===== src/rtl/button_event_decoder_pkg.sv =====
// rtl/button_event_decoder_pkg.sv - gesture FSM state encodings and event codes
// Shared by the gesture decoder and the register block that reads its events.
package button_event_decoder_pkg;

  typedef enum logic [2:0] {
    ST_IDLE   = 3'd0,
    ST_PRESS1 = 3'd1,
    ST_HELD   = 3'd2,
    ST_WAIT2  = 3'd3,
    ST_PRESS2 = 3'd4
  } state_e;

  localparam logic [1:0] EVT_NONE   = 2'b00;
  localparam logic [1:0] EVT_SHORT  = 2'b01;
  localparam logic [1:0] EVT_LONG   = 2'b10;
  localparam logic [1:0] EVT_DOUBLE = 2'b11;

  function automatic int unsigned max_u(input int unsigned a, input int unsigned b);
    return (a > b) ? a : b;
  endfunction

endpackage


===== src/rtl/button_event_decoder_event_hold_reg.sv =====
// rtl/button_event_decoder_event_hold_reg.sv - one-deep valid/ready event holding register
// A new event arriving while an unpopped one is held is dropped and flagged for one cycle.
module event_hold_reg
  import button_event_decoder_pkg::*;
(
  input  logic       clk_i,
  input  logic       rst_i,
  input  logic       emit_i,
  input  logic [1:0] code_i,
  input  logic       ready_i,
  output logic       valid_o,
  output logic [1:0] code_o,
  output logic       overflow_o
);

  logic       valid_q, valid_d;
  logic [1:0] code_q, code_d;
  logic       overflow_q, overflow_d;

  always_comb begin
    valid_d    = valid_q;
    code_d     = code_q;
    overflow_d = 1'b0;
    if (emit_i && (!valid_q || ready_i)) begin
      // Pop and load in the same cycle leaves no bubble.
      valid_d = 1'b1;
      code_d  = code_i;
    end else if (emit_i) begin
      overflow_d = 1'b1;
    end else if (valid_q && ready_i) begin
      valid_d = 1'b0;
      code_d  = EVT_NONE;
    end
  end

  always_ff @(posedge clk_i) begin
    if (rst_i) begin
      valid_q    <= 1'b0;
      code_q     <= EVT_NONE;
      overflow_q <= 1'b0;
    end else begin
      valid_q    <= valid_d;
      code_q     <= code_d;
      overflow_q <= overflow_d;
    end
  end

  assign valid_o    = valid_q;
  assign code_o     = code_q;
  assign overflow_o = overflow_q;

endmodule


===== src/rtl/button_event_decoder.sv =====
// rtl/button_event_decoder.sv - classifies debounced button gestures as SHORT, LONG or DOUBLE
// Edge detector, gesture FSM and shared cycle counter; events leave through event_hold_reg.
module button_event_decoder
  import button_event_decoder_pkg::*;
#(
  parameter int unsigned LONG_CYCLES   = 50_000_000,
  parameter int unsigned DCLICK_CYCLES = 12_500_000
) (
  input  logic       clk,
  input  logic       rst,
  input  logic       button_state,
  output logic       press_pulse,
  output logic       release_pulse,
  output logic       evt_valid,
  output logic [1:0] evt_code,
  input  logic       evt_ready,
  output logic       evt_overflow,
  output logic       busy
);

  localparam int unsigned CNT_W = $clog2(max_u(LONG_CYCLES, DCLICK_CYCLES)) + 1;
  localparam logic [CNT_W-1:0] LONG_LAST   = CNT_W'(LONG_CYCLES - 1);
  localparam logic [CNT_W-1:0] DCLICK_LAST = CNT_W'(DCLICK_CYCLES - 1);

  state_e           state_q, state_d;
  logic [CNT_W-1:0] cnt_q, cnt_d;
  logic             btn_q;
  logic             press_q, release_q;
  logic             rise, fall;
  logic             emit;
  logic [1:0]       emit_code;

  assign rise = button_state & ~btn_q;
  assign fall = ~button_state & btn_q;

  // Edge tests are checked before the timeout compares in every state.
  always_comb begin
    state_d   = state_q;
    emit      = 1'b0;
    emit_code = EVT_NONE;
    case (state_q)
      ST_IDLE: begin
        if (rise) state_d = ST_PRESS1;
      end
      ST_PRESS1: begin
        if (fall) begin
          state_d = ST_WAIT2;
        end else if (cnt_q == LONG_LAST) begin
          emit      = 1'b1;
          emit_code = EVT_LONG;
          state_d   = ST_HELD;
        end
      end
      ST_HELD: begin
        if (fall) state_d = ST_IDLE;
      end
      ST_WAIT2: begin
        if (rise) begin
          state_d = ST_PRESS2;
        end else if (cnt_q == DCLICK_LAST) begin
          emit      = 1'b1;
          emit_code = EVT_SHORT;
          state_d   = ST_IDLE;
        end
      end
      ST_PRESS2: begin
        if (fall) begin
          emit      = 1'b1;
          emit_code = EVT_DOUBLE;
          state_d   = ST_IDLE;
        end
      end
      default: state_d = ST_IDLE;
    endcase

    if (state_d != state_q) begin
      cnt_d = '0;
    end else if (cnt_q != '1) begin
      cnt_d = cnt_q + CNT_W'(1);
    end else begin
      cnt_d = cnt_q;
    end
  end

  always_ff @(posedge clk) begin
    if (rst) begin
      state_q   <= ST_IDLE;
      cnt_q     <= '0;
      btn_q     <= 1'b0;
      press_q   <= 1'b0;
      release_q <= 1'b0;
    end else begin
      state_q   <= state_d;
      cnt_q     <= cnt_d;
      btn_q     <= button_state;
      press_q   <= rise;
      release_q <= fall;
    end
  end

  event_hold_reg u_hold (
    .clk_i      (clk),
    .rst_i      (rst),
    .emit_i     (emit),
    .code_i     (emit_code),
    .ready_i    (evt_ready),
    .valid_o    (evt_valid),
    .code_o     (evt_code),
    .overflow_o (evt_overflow)
  );

  assign press_pulse   = press_q;
  assign release_pulse = release_q;
  assign busy          = (state_q != ST_IDLE);

endmodule

===== config.mk =====
export PLATFORM = sky130hd
export DESIGN_NAME = button_event_decoder
export DESIGN_NICKNAME = d
export VERILOG_FILES = /design/src/rtl/button_event_decoder_pkg.sv /design/src/rtl/button_event_decoder_event_hold_reg.sv /design/src/rtl/button_event_decoder.sv
export SDC_FILE = /design/constraint.sdc
export NUM_CORES = 1
export LEC_CHECK = 0
export CAP_MARGIN = 40
export CORE_UTILIZATION = 30
export CTS_BUF_LIST = sky130_fd_sc_hd__clkbuf_2 sky130_fd_sc_hd__clkbuf_4 sky130_fd_sc_hd__clkbuf_8
export DETAILED_ROUTE_END_ITERATION = 16
export SYNTH_ARGS = -nofsm -noshare
export SYNTH_HDL_FRONTEND = slang
export SYNTH_HIERARCHICAL = 1
export SYNTH_SLANG_ARGS = --single-unit

===== constraint.sdc =====
create_clock -name clk -period 2.6 [get_ports clk]
set_input_delay 0.26 -clock clk [delete_from_list [all_inputs] [get_ports clk]]
set_output_delay 0.26 -clock clk [all_outputs]
set_load 0.01 [all_outputs]

==> impl_metrics.toml <==
[run_status]
outcome = "finished, final reports clean"

[power_and_ir_drop]
p_int_uw = 797.8
power.density_nw_per_um2 = 448.2
p_leak_uw = 0.0006751
p_sw_uw = 247.1
p_comb_share_pct = 5.8
switching_share_pct = 23.65
ir_drop_mv = 0.1525
p_clk_share_pct = 38.4
pwr-share-seq_pct = 55.8

[grt]
grt_start_max_net_pins = 28
grt_pass1_vias = 1625
grt-ovfl-total = 0
antenna_found_initial = 0
grt_pass1_wl_um = 7638
track_usage_pct = 13.14

[route]
vias = 1713
ant_nets = 0
viasPerCell = 5.303
drt_first_iter_violations = 107
wl_per_cell_um = 13.43
totalWireLength_um = 4339
remaining_drc_errors = 0
first_pass_iters = 4

[placed_design]
place_area_um2 = 2245
hpwl_um = 3143
portBuffers = 10
gp_congestion = 0.8690

[logic_synthesis]
ys.flop_type = "dfxtp_1"
synth-seq-cells = 37
async_reset_ff_share_pct = 0
netlist_area_um2 = 2087
syn-num-nets = 236
syn_inst = 231
syn_area_per_cell_um2 = 9.035
synth_edf_count = 0
ys_seq_area_share_pct = 35.49
ys_warn_count = 6
synth_cell_types = 58

[sta]
fmax_ghz = 0.4314
setup_viol = 0
final_max_slew_viol_count = 0
relSlewSlack_pct = 51.02
rsz0062_at_grt = "no"
finalCriticalPeriod_ps = 2318
whs_ps = 496.7
tightest_slew_ps = 728.7
fin_skew_ps = 7.504
fin_crit_sh_pct = 89.16
fin_tns_setup_ps = 0
finalHoldViolations = 0

[finish]
syn_to_final_growth_pct = 11.69
fill_cells = 720
drive_above_1_share_pct = 16.05
final_core_util_pct = 34.50
n_antenna_cell = 0
layout.nets = 247
stdcell_area_um2 = 2331

[die]
fp.dieH_um = 85.41
initial_core_util_pct = 30.89
die_area_um2 = 7294
ioPinCount = 11
num_rows = 30
die_x_um = 85.41
coreArea_um2 = 6756

[cts]
htreeDepth = 2
clk_latency_ps = 290
cts_tree = "done"
post_cts_buffers = 0
cts_buffer_depth = 2
root_buffer = "clkbuf_8"
cts_buffers = 5
hold_buffers = 0
cts.sinks = 37
cts_resized = 0
clk_pin_slew_ps = 70

[worst_setup_path]
path_class = "flop to flop"
required_ps = 2830
crit_path_end_kind = "flop"
arrival_ps = 2550
cp_max_fo = 12
rr_worst_depth = 6
startpoint_type = "flop"

[job]
drv_cap = 0

[hold_path]
hold_class = "flop to flop"
min_delay_path_depth = 2
-- worst paths after layout --
kind,start,slack [ps],end
worst max-delay path,cnt_q[0],280,cnt_q[13]
worst min-delay path,cnt_q[26],500,cnt_q[26]
worst max register to register,cnt_q[0],280,cnt_q[13]
worst min register to register,cnt_q[26],500,cnt_q[26]
-- synth_stat cells, types with 2 or more instances --
cell type	n	area, µm²
a2111oi_2	2	30.03
a211oi_1	6	45.04
a21oi_1	13	65.06
a31oi_1	3	18.77
and3_1	3	18.77
buf_2	4	20.02
buf_4	3	22.52
buf_6	2	22.52
dfxtp_1	37	740.7
inv_1	3	11.26
nand2_1	13	48.80
nand2b_1	5	31.28
nand3_1	9	45.04
nand4_1	8	50.05
nand4_2	2	25.02
nor2_1	29	108.9
nor2b_1	4	25.02
nor3_1	4	20.02
nor3b_1	2	15.01
nor4_1	3	18.77
nor4_2	2	25.02
nor4_4	2	42.54
nor4b_1	2	17.52
o21ai_0	4	20.02
o31ai_1	4	30.03
o32ai_2	2	32.53
or2_2	3	18.77
or2b_2	2	17.52
or3_1	7	43.79
or4_1	4	30.03
xnor2_1	15	131.4
xor2_1	3	26.28
-- power by group through the flow --
| stage | sequential (µW) | clock [µW] | combinational [µW] |
|---|---|---|---|
| floorplan | 593 | 0 | 45.1 |
| detailed placement | 597 | 0 | 60.9 |
| global placement | 596 | 0 | 60.6 |
| finish | 584 | 401 | 60.6 |
| global route | 585 | 444 | 67.2 |
| CTS | 583 | 419 | 60.9 |
-- cells by family (layout without fill, tap and decap cells) --
group           count (synthesis)  count (layout)  synth area share, %
simple gates                  118             118                35.79
fa+ha+maj                       1               1               0.5994
mux                             2               2                1.199
compound gates                 43              43                15.71
buf+inv                        12              24                3.657
xor+xnor                       18              18                7.554
flops                          37              37                35.49
-- worst max-delay path, stage by stage (launching register included) --
cell and delay (ps):
dfxtp_1 400, ha_1 210, nand3_2 220, or3_1 620
or3_1 470, a31o_1 240, a21oi_1 100
-- registers in the layout, indices dropped and copies added (netlist names) --
register,cells
release_pulse,1
state_q,3
u_hold/code_o,2
u_hold/overflow_o,1
btn_q,1
cnt_q,27
u_hold/valid_o,1
press_pulse,1
-- metal layers --
layer / up-vias / routed length [µm] / global-route usage (%)
met1: 803 / 2171 / 17.97
met5: - / 0 / 0
met4: 0 / 99 / 5.758
li1: 879 / - / -
met3: 9 / 131 / 3.307
met2: 22 / 1937 / 19.49
-- through the flow --
step,std cells,setup slack (ps),total power [µW]
final,323,281.9,1045
after global routing,323,121.2,1097
after CTS,323,271.6,1064
after detailed placement,315,296.0,657.6
after global placement,315,338.8,657.0
after floorplan,231,585.8,637.9
-- layout make-up --
| type | instances | area (µm²) | area share, % |
|---|---|---|---|
| timing repair buffer | 13 | 122.6 | 5.260 |
| clock buffer | 6 | 76.32 | 3.274 |
| clock inverter | 2 | 10.01 | 0.4294 |
| multi-input combinational | 182 | 1270 | 54.48 |
| inverter | 3 | 11.26 | 0.4831 |
| tap | 80 | 100.1 | 4.294 |
| sequential | 37 | 740.7 | 31.78 |
-- placed cells by master (no fill, tap or decap), types with 2 or more instances in the layout --
cell type	instances
nor4_4	2
nand3_1	9
o31ai_1	4
clkbuf_8	5
or2b_2	2
a2111oi_2	2
and3_1	3
nor3_1	4
o32ai_2	2
inv_1	3
or2_2	3
or3_1	7
nor4_2	2
o21ai_0	4
dfxtp_1	37
a31oi_1	3
nor4_1	3
nor2b_1	4
nor4b_1	2
or4_1	4
clkdlybuf4s50_1	10
buf_4	3
clkinv_2	2
xnor2_1	15
nor2_1	29
nand2b_1	5
nand4_2	2
xor2_1	3
a21oi_1	13
a211oi_1	6
nand2_1	13
nand4_1	8
nor3b_1	2
Note: power is estimated with default switching activity, not from simulation.
